$ cat src/rtl/wb_write_arbiter_pkg.sv
// Shared types for the writeback arbiter and its load-return FIFO.
// A FIFO entry is one pending register-file write.
package wb_write_arbiter_pkg;

  typedef logic [3:0]  reg_addr_t;
  typedef logic [31:0] word_t;

  typedef struct packed {
    reg_addr_t rd;
    word_t     val;
  } wb_req_t;

  typedef enum logic {
    IDLE  = 1'b0,
    STALL = 1'b1
  } arb_state_e;

endpackage

$ cat src/rtl/wb_load_fifo.sv
// Load-return FIFO with per-entry live bits. A live bit drops when a younger
// pipeline write to the same register supersedes the buffered load.
module wb_load_fifo
  import wb_write_arbiter_pkg::*;
#(
  parameter int DEPTH = 4
) (
  input  logic      clk,
  input  logic      rst,
  input  logic      pushEn,
  input  wb_req_t   pushReq,
  input  logic      popEn,
  input  logic      killEn,
  input  reg_addr_t killRd,
  input  reg_addr_t qRn,
  input  reg_addr_t qRm,
  output logic      empty,
  output logic      full,
  output logic      headLive,
  output wb_req_t   headReq,
  output logic      pendRn,
  output logic      pendRm
);

  localparam int PW = $clog2(DEPTH);
  localparam int CW = PW + 1;

  wb_req_t          mem [DEPTH];
  logic [DEPTH-1:0] live;
  logic [PW-1:0]    wrPtr;
  logic [PW-1:0]    rdPtr;
  logic [CW-1:0]    count;
  logic             doPush;
  logic             doPop;

  assign empty    = (count == '0);
  assign full     = (count == CW'(DEPTH));
  assign doPush   = pushEn && !full;
  assign doPop    = popEn && !empty;
  assign headReq  = mem[rdPtr];
  assign headLive = !empty && live[rdPtr];

  always_ff @(posedge clk or negedge rst) begin
    if (!rst) begin
      for (int i = 0; i < DEPTH; i++) mem[i] <= '0;
    end else if (doPush) begin
      mem[wrPtr] <= pushReq;
    end
  end

  // A push into a slot wins over a kill: the incoming load is younger than the pipe write.
  always_ff @(posedge clk or negedge rst) begin
    if (!rst) begin
      live <= '0;
    end else begin
      for (int i = 0; i < DEPTH; i++) begin
        if (doPush && wrPtr == PW'(i)) begin
          live[i] <= 1'b1;
        end else if (doPop && rdPtr == PW'(i)) begin
          live[i] <= 1'b0;
        end else if (killEn && mem[i].rd == killRd) begin
          live[i] <= 1'b0;
        end
      end
    end
  end

  always_ff @(posedge clk or negedge rst) begin
    if (!rst) begin
      wrPtr <= '0;
      rdPtr <= '0;
      count <= '0;
    end else begin
      if (doPush) wrPtr <= wrPtr + PW'(1);
      if (doPop)  rdPtr <= rdPtr + PW'(1);
      case ({doPush, doPop})
        2'b10:   count <= count + CW'(1);
        2'b01:   count <= count - CW'(1);
        default: count <= count;
      endcase
    end
  end

  always_comb begin
    pendRn = 1'b0;
    pendRm = 1'b0;
    for (int i = 0; i < DEPTH; i++) begin
      pendRn = pendRn | (live[i] && mem[i].rd == qRn);
      pendRm = pendRm | (live[i] && mem[i].rd == qRm);
    end
  end

endmodule

$ cat src/rtl/wb_write_arbiter.sv
// Drives the register file's single write port from the pipeline (priority)
// and the buffered load returns, and requests a stall when loads starve.
module wb_write_arbiter
  import wb_write_arbiter_pkg::*;
#(
  parameter int DEPTH      = 4,
  parameter int STARVE_MAX = 8
) (
  input  logic        clk,
  input  logic        rst,
  input  logic        pipe_valid,
  input  logic [3:0]  pipe_rd,
  input  logic [31:0] pipe_val,
  input  logic        ld_valid,
  output logic        ld_ready,
  input  logic [3:0]  ld_rd,
  input  logic [31:0] ld_val,
  input  logic [3:0]  q_rn,
  input  logic [3:0]  q_rm,
  output logic        pend_rn,
  output logic        pend_rm,
  output logic        stall_req,
  output logic        WB_EN,
  output logic [3:0]  RdAddress,
  output logic [31:0] WBVal,
  output arb_state_e  arbState
);

  localparam int SW = $clog2(STARVE_MAX) + 1;

  logic          fifoEmpty;
  logic          fifoFull;
  logic          headLive;
  logic          pushEn;
  logic          popEn;
  logic          doWrite;
  wb_req_t       ldReq;
  wb_req_t       headReq;
  wb_req_t       selReq;
  logic [SW-1:0] starveCnt;
  logic [SW-1:0] starveNext;
  arb_state_e    state;
  arb_state_e    stateNext;

  assign ld_ready = !fifoFull;
  assign pushEn   = ld_valid && ld_ready;
  assign popEn    = !pipe_valid && !fifoEmpty;
  assign ldReq    = '{rd: ld_rd, val: ld_val};

  wb_load_fifo #(
    .DEPTH(DEPTH)
  ) u_fifo (
    .clk     (clk),
    .rst     (rst),
    .pushEn  (pushEn),
    .pushReq (ldReq),
    .popEn   (popEn),
    .killEn  (pipe_valid),
    .killRd  (pipe_rd),
    .qRn     (q_rn),
    .qRm     (q_rm),
    .empty   (fifoEmpty),
    .full    (fifoFull),
    .headLive(headLive),
    .headReq (headReq),
    .pendRn  (pend_rn),
    .pendRm  (pend_rm)
  );

  // A dead head is popped with no write; the write port stays idle that cycle.
  always_comb begin
    doWrite = 1'b0;
    selReq  = headReq;
    if (pipe_valid) begin
      doWrite = 1'b1;
      selReq  = '{rd: pipe_rd, val: pipe_val};
    end else if (headLive) begin
      doWrite = 1'b1;
    end
  end

  always_ff @(posedge clk or negedge rst) begin
    if (!rst) begin
      WB_EN     <= 1'b0;
      RdAddress <= '0;
      WBVal     <= '0;
    end else begin
      WB_EN <= doWrite;
      if (doWrite) begin
        RdAddress <= selReq.rd;
        WBVal     <= selReq.val;
      end
    end
  end

  // Saturating count of cycles a live head has been held back by the pipeline.
  always_comb begin
    starveNext = starveCnt;
    if (fifoEmpty || popEn) begin
      starveNext = '0;
    end else if (headLive && starveCnt != SW'(STARVE_MAX - 1)) begin
      starveNext = starveCnt + SW'(1);
    end
  end

  always_comb begin
    stateNext = state;
    unique case (state)
      IDLE:  if (starveNext == SW'(STARVE_MAX - 1)) stateNext = STALL;
      STALL: if (fifoEmpty) stateNext = IDLE;
      default: stateNext = IDLE;
    endcase
  end

  always_ff @(posedge clk or negedge rst) begin
    if (!rst) begin
      starveCnt <= '0;
      state     <= IDLE;
    end else begin
      starveCnt <= starveNext;
      state     <= stateNext;
    end
  end

  assign stall_req = (state == STALL);
  assign arbState  = state;

endmodule

$ cat config.mk
export PLATFORM = sky130hd
export DESIGN_NAME = wb_write_arbiter
export DESIGN_NICKNAME = d
export VERILOG_FILES = /design/src/rtl/wb_write_arbiter_pkg.sv /design/src/rtl/wb_load_fifo.sv /design/src/rtl/wb_write_arbiter.sv
export SDC_FILE = /design/constraint.sdc
export NUM_CORES = 1
export LEC_CHECK = 0
export ABC_AREA = 1
export CELL_PAD_IN_SITES_DETAIL_PLACEMENT = 1
export CELL_PAD_IN_SITES_GLOBAL_PLACEMENT = 1
export CORE_MARGIN = 3
export CORE_UTILIZATION = 41
export DETAILED_ROUTE_END_ITERATION = 7
export PLACE_DENSITY_LB_ADDON = 0.1
export SYNTH_ARGS = -nofsm -noshare
export SYNTH_HDL_FRONTEND = slang
export SYNTH_SLANG_ARGS = --single-unit
$ cat constraint.sdc
create_clock -name clk -period 3.1 [get_ports clk]
set_clock_uncertainty 0.1 [all_clocks]
set_input_delay 0.465 -clock clk [delete_from_list [all_inputs] [get_ports clk]]
set_output_delay 0.465 -clock clk [all_outputs]
set_load 0.03 [all_outputs]
Yosys cells after proc, flatten, opt, wreduce, memory -nomap -nowiden
Cells that the tools add are included.
{"block": "word_totals", "reg_bits": 197, "latchBits": 0, "ramBits": 0, "rom_bits": 0, "inputBits": 84, "out_inout_bits": 42, "elab_cells": 129, "memories": 0}
{"block": "op_classes", "n_addsub": 5, "multipliers": 0, "n_div": 0, "magnitude_cmp": 4, "eq_ne": 23, "n_shift": 0, "n_mux": 29, "bitwise_logic": 9, "reduce_logical": 39}
{"op": "144-bit bitwise mux", "count": 1}
{"op": "36-bit two-way mux", "count": 4}
{"op": "36-bit binary-select mux with 2-bit select", "count": 1}
{"op": "36-bit demux with 2-bit select", "count": 1}
{"op": "4-bit == test", "count": 12}
{"op": "1-bit logical AND", "count": 27}
{"op": "1-bit two-way mux", "count": 17}
{"op": "3-bit nonzero test", "count": 4}
{"op": "2-bit == test (second input constant)", "count": 5}
{"op": "4-bit two-way mux", "count": 2}
{"op": "2-bit by 1-bit == test with 1-bit output (second input constant)", "count": 3}
{"op": "3-bit greater-or-equal comparator (second input constant)", "count": 2}
{"op": "2-bit inverter with 3-bit output", "count": 2}
{"op": "1-bit bitwise OR", "count": 6}
{"op": "3-bit one-hot mux with 2 select lines", "count": 1}
{"op": "2-bit by 1-bit adder with 2-bit output (second input constant)", "count": 2}
{"op": "4-bit by 1-bit adder with 4-bit output (second input constant)", "count": 1}
{"op": "4-bit by 3-bit == test with 1-bit output (second input constant)", "count": 1}
{"op": "2-bit zero test", "count": 2}
{"op": "4-bit by 3-bit != test with 1-bit output (second input constant)", "count": 1}
{"op": "3-bit by 1-bit adder with 3-bit output (second input constant)", "count": 1}
{"op": "3-bit == test (second input constant)", "count": 1}
{"op": "1-bit zero test", "count": 3}
{"op": "3-bit zero test", "count": 1}
{"op": "8 further kinds", "count": 8}

Logic depth before layout (Yosys ltp)
Gate-level depths: netlist (run 1).
{"block": "depth", "depth_word": 9, "depth_mapped": 11, "mapped_depth_nobuf": 10}

Cells and area by module
A second synthesis (run 1) with hierarchy kept.
{"block": "unflattened", "cells_unflattened": 1304, "hier_area_um2": 10118.5}
{"mod": "wb_load_fifo", "instances": 1, "cells_each": 1057, "area_each_um2": 7893.8, "seq_area_each_um2": 3878.7}
{"mod": "wb_write_arbiter", "instances": 1, "cells_each": 247, "area_each_um2": 2224.6, "seq_area_each_um2": 1051.0}

Worst setup path after synthesis (run 1)
No wires, ideal clock.
{"block": "synth_timing", "path_type": "register to register", "start": "register u_fifo.count[0]", "end": "register u_fifo.count[2]", "setup_ps": 131, "t_arrival_ps": 1958, "required_ps": 2869, "slack_ps": 911, "path_stages_with_launch": 12, "n_path_buf": 1, "synth_period_minus_slack_ps": 2189, "path_cell_list": "dfrtp_1 inv_2 nand3_2 buf_4 inv_1 nor2_2 ha_1 inv_1 fa_1 a21oi_1 o21ai_0 xor2_1"}
{"block": "synth_between", "elab_chain_len": 6, "word_cells_on_any_way": 14, "cone_classes": "2 x add/sub; 3 x eq/ne; 1 x mux; 8 x reduce/logical"}
{"element": "start, declared", "line": "wb_load_fifo.sv:32", "rtl": "logic [CW-1:0] count;"}
{"element": "start signal, assigned", "line": "wb_load_fifo.sv:77", "rtl": "2'b10: count <= count + CW'(1);"}
{"element": "start signal, assigned", "line": "wb_load_fifo.sv:78", "rtl": "2'b01: count <= count - CW'(1);"}
{"element": "start signal, assigned", "line": "wb_load_fifo.sv:79", "rtl": "default: count <= count;"}
{"element": "3-bit zero test (*)", "line": "wb_load_fifo.sv:36", "rtl": "assign empty = (count == '0);"}
{"element": "1-bit zero test (*)", "line": "wb_load_fifo.sv:39, wb_write_arbiter.sv:47"}
{"element": "1-bit logical AND", "line": "wb_write_arbiter.sv:47", "rtl": "assign popEn = !pipe_valid && !fifoEmpty;"}
{"element": "1-bit logical AND (*)", "line": "wb_load_fifo.sv:39", "rtl": "assign doPop = popEn && !empty;"}
{"element": "net u_fifo.doPop", "line": "wb_load_fifo.sv:34", "rtl": "logic doPop;"}
{"element": "2-bit by 1-bit == test with 1-bit output or 2-bit == test (tied branches)", "line": "wb_load_fifo.sv:76", "rtl": "case ({doPush, doPop})"}
{"element": "3-bit one-hot mux with 2 select lines or 2-bit nonzero test (tied branches)"}
The timed path passes the listed nets; every way through them passes the cells marked *.
A chain may end at the register's enable or synchronous reset.

Final worst setup path (run 1)
{"block": "layout_timing", "start": "input port q_rn[1]", "end": "output port pend_rn"}
{"block": "layout_between", "elab_chain_len": 5, "word_cells_on_any_way": 11, "cone_classes": "4 x eq/ne; 3 x bitwise; 4 x reduce/logical"}
{"element": "start, declared", "line": "wb_write_arbiter.sv:18", "rtl": "input logic [3:0] q_rn,"}
{"element": "4-bit == test", "line": "wb_load_fifo.sv:88", "rtl": "pendRn = pendRn | (live[i] && mem[i].rd == qRn);"}
{"element": "1-bit logical AND", "line": "wb_load_fifo.sv:88"}
{"element": "1-bit bitwise OR (2 in series)", "line": "wb_load_fifo.sv:88"}
{"element": "1-bit bitwise OR (*)", "line": "wb_load_fifo.sv:88"}
{"element": "end, declared", "line": "wb_write_arbiter.sv:20", "rtl": "output logic pend_rn,"}
Mark *: on every way between the ends. The rest lies on a longest branch, timed or not.

==> results of run 1 <==
-- cell families (layout without fill, tap and decap cells) --
group	after synthesis	after routing
xor+xnor	15	15
fa+ha+maj	11	11
flops	197	197
simple gates	545	545
buf+inv	162	264
compound gates	269	269
-- state kept, by name, indices dropped and copies added (netlist names), 2 cells and up --
name,count
u_fifo.count,3
WBVal,32
u_fifo.live,4
u_fifo.mem,144
u_fifo.rdPtr,2
u_fifo.wrPtr,2
RdAddress,4
starveCnt,4
-- metrics by stage --
stage | std cells | cell area, µm² | util (%) | hold WS, ns
2_1_floorplan | 1199 | 9660 | - | 0.0694
3_3_place_gp | 1581 | 11100 | 48.4 | 0.356
3_5_place_dp | 1581 | 11100 | 48.4 | 0.360
4_1_cts | 1614 | 11700 | 51.0 | 0.380
5_1_grt | 1614 | 11700 | 51.0 | 0.397
6_report | 1614 | 11700 | 51.0 | 0.376
-- area by class of cell --
class	instances	area [µm²]	share of cell area (%)
repair buffers	149	1490	12.7
multi-input cells	840	3980	34.1
clock buffers	19	443	3.79
well taps	313	392	3.35
inverters	83	317	2.71
clock inverters	13	138	1.18
flip-flops and latches	197	4930	42.2
-- what timing repair did --
item / 4_1_cts / 5_1_grt
endpoints found under the setup margin: 0 / 1
gates resized for setup: 0 / 1
hold buffers: 1 / 0
hold endpoints to repair: 52 / 0
-- cells in the final DEF (no fill, tap or decap), drive strengths merged --
| master | count |
|---|---|
| o211ai | 3 |
| dlygate4sd3 | 1 |
| clkinvlp | 1 |
| nand3 | 23 |
| nand2 | 404 |
| nand3b | 1 |
| a21oi | 49 |
| a221oi | 5 |
| nor2 | 107 |
| xnor2 | 9 |
| xor2 | 6 |
| ha | 10 |
| o22ai | 10 |
| inv | 90 |
| a211oi | 7 |
| o2111ai | 1 |
| o221a | 1 |
| nand4 | 9 |
| o21ai | 156 |
| a31oi | 5 |
| dlymetal6s2s | 1 |
| buf | 23 |
| dfrtp | 197 |
| clkbuf | 20 |
| clkinv | 5 |
| and3 | 1 |
| fa | 1 |
| o221ai | 32 |
| clkdlybuf4s50 | 123 |
-- power breakdown --
group | total [W] | internal, W | leakage (nW) | switching (W)
registers | 0.00452 | 0.00378 | 2.41 | 0.000737
logic | 0.00551 | 0.00195 | 2.81 | 0.00356
clock network | 0.00221 | 0.00110 | 0.282 | 0.00111
-- worst register-to-register path, cell delays in order (launching register included) --
cell,delay (ns)
dfrtp_1,0.39
inv_2,0.08
nand3_2,0.22
inv_1,0.11
nor2_2,0.14
ha_1,0.17
inv_1,0.08
fa_1,0.43
a21oi_1,0.15
o21ai_0,0.12
xor2_1,0.16
-- worst min-delay path by stage --
stage                               startpoint                    endpoint
global route        u_fifo.mem[66]$_DFFE_PN0P_  u_fifo.mem[66]$_DFFE_PN0P_
global placement    u_fifo.mem[90]$_DFFE_PN0P_  u_fifo.mem[90]$_DFFE_PN0P_
CTS                 u_fifo.mem[92]$_DFFE_PN0P_  u_fifo.mem[92]$_DFFE_PN0P_
finish              u_fifo.mem[92]$_DFFE_PN0P_  u_fifo.mem[92]$_DFFE_PN0P_
detailed placement  u_fifo.mem[66]$_DFFE_PN0P_  u_fifo.mem[66]$_DFFE_PN0P_
floorplan                                  rst    RdAddress[0]$_DFFE_PN0P_
-- routing by layer --
metal	track usage, %	wire length [µm]
met1	33.1	13800
met2	39.2	13900
met3	4.53	1140
met4	4.62	196
met5	0	0
==> results.json, run 1 <==
{
  "crit_path_top_delay_cell": "clkdlybuf4s50_1",
  "syn_inst": 1199,
  "r2r_cells": 10,
  "cp.depth": 8,
  "power_w": 0.0122,
  "synth.top_cell.area_share_pct": 51.0,
  "cp-start-kind": "primary input",
  "r2r_start": "u_fifo.count[0]$_DFFE_PN0P_",
  "synthesis.area_um2": 9660,
  "yosysTopAreaCell": "dfrtp_1",
  "fin_crit_ns": 3.01,
  "end_kind": "output port",
  "worstSetupPathType": "in2out",
  "clk_path_buf_depth": 2,
  "status": "finished clean",
  "yosys-top-cells-area": "dfrtp_1, nand2_1, o21ai_0, nor2_1, o221ai_1",
  "drt_iter0_drc": 498,
  "cts_buffers": 17,
  "startpoint": "q_rn[1]",
  "clk_pin_slew_worst_paths_ns": 0.07,
  "synth-simple-area-share_pct": 22.4,
  "drv_slew": 0,
  "synth_edf_count": 0,
  "grtUsageTotal_pct": 23.8,
  "hold_depth": 2,
  "synth-xor-area-share_pct": 1.36,
  "clkSinkCount": 197,
  "slew_headroom_pct": 55.4,
  "ys_ff_latch": 197,
  "core-area_um2": 22900,
  "critPathBufInv": 4,
  "dp_slack_ns": 0.132,
  "start_util_pct": 42.2,
  "post_cts_buffers": 0,
  "worstMarginPinSlew_ns": 0.669,
  "wl_per_cell_um": 18.0,
  "htreeDepth": 4,
  "peakVddDrop_mv": 0.478,
  "tns_ns": 0,
  "detailed_place_hpwl_um": 18300,
  "rows": 55,
  "cpPeakStageDelay_ns": 0.66,
  "dieWidth_um": 160,
  "crit_family": "buffers and inverters",
  "die_h_um": 160,
  "crit_path_end": "pend_rn",
  "drv_cap": 0,
  "reg2reg_to": "u_fifo.count[2]$_DFFE_PN0P_",
  "worst_slack_ns": 0.0883,
  "grt_max_degree": 78,
  "synthAdderAreaFrac_pct": 1.50,
  "drive_gt1_share_pct": 6.07,
  "ys_seq_area_share_pct": 51.0,
  "portBuffers": 125,
  "nets": 1383,
  "io-pin-count": 126,
  "clk_latency_ns": 0.43,
  "ant_nets": 0,
  "route.detailed.drc": 0,
  "synth_top_family_by_area": "simple AND/OR/NAND/NOR gates",
  "tritoncts": "yes",
  "fill_cells": 2773,
  "overflow": 0,
  "postSynthAreaPerCell_um2": 8.06,
  "max_freq_mhz": 332,
  "p_per_area_nw_per_um2": 1050,
  "antenna_found_initial": 0,
  "cts_root_buffer": "clkbuf_16",
  "grt_pass1_vias": 9255,
  "areaGrowthSynthToFinish_pct": 21.0,
  "setup_violations": 0,
  "worstPathArrival_ns": 2.45,
  "worstPathMaxFanout": 8,
  "drt-total-wl_um": 29100,
  "netlist_top_cells_count": "nand2_1, dfrtp_1, o21ai_0, nor2_1, inv_1",
  "drtPass1Iterations": 4,
  "grt_pass1_wl_um": 49500,
  "finalCritPeriodShare_pct": 97.2,
  "vias_per_cell": 5.30,
  "yosysMostFrequentCell": "nand2_1",
  "yosysWarnings": 0,
  "num_vias": 8562,
  "synth_mux_area_share_pct": 0,
  "cp_cell_sequence": "clkdlybuf4s50_1, inv_1, a221oi_1, nand3_1, nand2_1, inv_1, nand2_1, clkdlybuf4s50_1",
  "r2r_slack_ns": 0.85,
  "ys_types": 35,
  "antennaDiodeCount": 0,
  "hp-class": "reg2reg",
  "synthFlopType": "dfrtp_1",
  "hold_viol": 0,
  "die_area_um2": 25400,
  "postSynth.asyncResetShare_pct": 100,
  "synth_compound_area_share_pct": 15.9,
  "rsz0062_at_grt": "false",
  "syn_nets": 1294,
  "routabilityCongestion": 0.827,
  "power_leakage_nw": 5.50,
  "cp.required_ns": 2.53
}
Note: power is estimated with default switching activity, not from simulation.
==> run 2: changes to the inputs <==
Settings changed: CORE_MARGIN 3 to 2.
==> run 2 against run 1 <==
Non-clock buffer count is 1 lower; combinational power is 0.7% higher; hold slack better by 0.0021 ns; largest cell class unchanged; register-to-register slack worse by 0.06 ns; first-iteration DRC count is 8.8% lower; critical path depth stayed put.
==> results.json, run 2 (synthesized netlist as in run 1, its figures left out) <==
{
  "status": "finished clean",
  "drive_gt1_share_pct": 6.08,
  "portBuffers": 125,
  "detailed_place_hpwl_um": 18300,
  "r2r_start": "u_fifo.count[0]$_DFFE_PN0P_",
  "crit_path_end": "pend_rm",
  "cts_root_buffer": "clkbuf_16",
  "setup_violations": 0,
  "r2r_slack_ns": 0.79,
  "internal_power_w": 0.00690,
  "nets": 1382,
  "end_kind": "output port",
  "worstMarginPinSlew_ns": 0.726,
  "start_util_pct": 41.4,
  "largest_reg_flops": 144,
  "drt-total-wl_um": 29200,
  "slew_headroom_pct": 51.6,
  "drt_iter0_drc": 454,
  "antenna_found_initial": 1,
  "p_sw_share_pct": 44.0,
  "drtPass1Iterations": 4,
  "crit_path_top_delay_cell": "clkdlybuf4s50_1",
  "reg2reg_to": "u_fifo.count[2]$_DFFE_PN0P_",
  "wl_per_cell_um": 18.0,
  "rows": 56,
  "cp_cell_sequence": "clkdlybuf4s50_1, inv_1, a221oi_1, nand3_1, nand2_1, inv_1, nand2_1, clkdlybuf4s50_1",
  "vias_per_cell": 5.27,
  "power_w": 0.0123,
  "post_cts_buffers": 0,
  "clk_latency_ns": 0.44,
  "r2r_cells": 10,
  "hp-class": "reg2reg",
  "num_vias": 8535,
  "final_cell_mix": "nand2_1, dfrtp_1, o21ai_0",
  "clk_path_buf_depth": 2,
  "grt_max_degree": 85,
  "regMostFlops": "u_fifo.mem",
  "cp.required_ns": 2.53,
  "cpPeakStageDelay_ns": 0.66,
  "areaGrowthSynthToFinish_pct": 21.4,
  "tns_ns": 0,
  "max_freq_mhz": 334,
  "power_leakage_nw": 5.51,
  "die_h_um": 158,
  "rsz0062_at_grt": "false",
  "fin_crit_ns": 2.99,
  "clkSinkCount": 197,
  "tritoncts": "yes",
  "grtUsageTotal_pct": 24.5,
  "startpoint": "q_rm[1]",
  "final_common_cell": "nand2_1",
  "route.detailed.drc": 0,
  "overflow": 0,
  "grt_pass1_wl_um": 47300,
  "post_dp_cell_area_um2": 11100,
  "cts_buffers": 17,
  "hold_viol": 0,
  "peakVddDrop_mv": 0.611,
  "finalCritPeriodShare_pct": 96.5,
  "dieWidth_um": 158,
  "worstPathMaxFanout": 8,
  "p_per_area_nw_per_um2": 1050,
  "drv_cap": 0,
  "final_util_pct": 50.3,
  "die_area_um2": 24800,
  "worstSetupPathType": "in2out",
  "grt_pass1_vias": 8930,
  "ant_nets": 0,
  "clk_pin_slew_worst_paths_ns": 0.08,
  "routabilityCongestion": 0.799,
  "combPwrFrac_pct": 45.1,
  "drv_slew": 0,
  "design_area_um2": 11700,
  "seqPwrFrac_pct": 36.6,
  "clock_power_share_pct": 18.3,
  "io-pin-count": 126,
  "reg_top3": "u_fifo.mem: 144 flops, WBVal: 32 flops",
  "htreeDepth": 4,
  "cp-start-kind": "primary input",
  "fill_cells": 2809,
  "core-area_um2": 23300,
  "p_switching_w": 0.00543,
  "worstPathArrival_ns": 2.43
}
[run 2: critical path: cells and delay by family]
kind / cells / cell delay [ns]
AO/OA/AOI/OAI: 1 / 0.30
buffers and inverters: 4 / 1.41
AND/OR/NAND/NOR: 3 / 0.25
[run 2: layout make-up]
class | count | area [µm²] | share of cell area, %
Antenna cell | 1 | 2.50 | 0.0213
Clock inverter | 15 | 166 | 1.42
Inverter | 83 | 317 | 2.70
Sequential cell | 197 | 4930 | 42.0
Timing Repair Buffer | 148 | 1510 | 12.9
Clock buffer | 17 | 425 | 3.63
Multi-Input combinational cell | 840 | 3980 | 33.9
Tap cell | 319 | 399 | 3.40
[run 2: metrics by stage]
step	hold WS, ns	worst slack [ns]	std cells
floorplan	0.0694	0.911	1199
global placement	0.357	0.159	1586
detailed placement	0.360	0.100	1586
CTS	0.379	0.100	1619
global route	0.400	0.00564	1619
finish	0.378	0.107	1620
[run 2: how the worst min path moves through the flow]
stage / from / depth (start not counted) / to / slack (ns)
4_1_cts: u_fifo.mem[72]$_DFFE_PN0P_ / 2 / u_fifo.mem[72]$_DFFE_PN0P_ / 0.38
3_3_place_gp: u_fifo.mem[96]$_DFFE_PN0P_ / 2 / u_fifo.mem[96]$_DFFE_PN0P_ / 0.36
5_1_grt: u_fifo.mem[78]$_DFFE_PN0P_ / 2 / u_fifo.mem[78]$_DFFE_PN0P_ / 0.40
3_5_place_dp: u_fifo.mem[72]$_DFFE_PN0P_ / 2 / u_fifo.mem[72]$_DFFE_PN0P_ / 0.36
6_report: u_fifo.mem[96]$_DFFE_PN0P_ / 2 / u_fifo.mem[96]$_DFFE_PN0P_ / 0.38
2_1_floorplan: rst / 0 / RdAddress[0]$_DFFE_PN0P_ / 0.07
[run 2: power by group through the flow]
stage          Clock [W]  Combinational, W  Sequential (W)
2_1_floorplan          0           0.00338         0.00482
3_3_place_gp           0           0.00540         0.00450
3_5_place_dp           0           0.00558         0.00454
4_1_cts          0.00231           0.00564         0.00451
5_1_grt          0.00240           0.00623         0.00467
6_report         0.00226           0.00555         0.00452
[run 2: timing repair]
| action | 4_1_cts | 5_1_grt |
|---|---|---|
| resized for setup | 0 | 1 |
| endpoints found under the hold margin | 2 | 0 |
| hold buffers | 1 | 0 |
| setup endpoints to repair | 0 | 1 |
[run 2: layer usage]
metal  GRT usage (%)  wire [µm]  vias to the layer above
li1                -          -                     4073
met1            32.6      13500                     4311
met2            42.1      14400                      139
met3            4.05       1020                       12
met4            5.11        234                        0
met5               0          0                        -
==> run 3: changes to the inputs <==
Settings changed: GPL_ROUTABILITY_DRIVEN set to 0, SLEW_MARGIN set to 30.
==> results of run 3 <==
Final layout, timing and power as in run 2 (identical DEF).
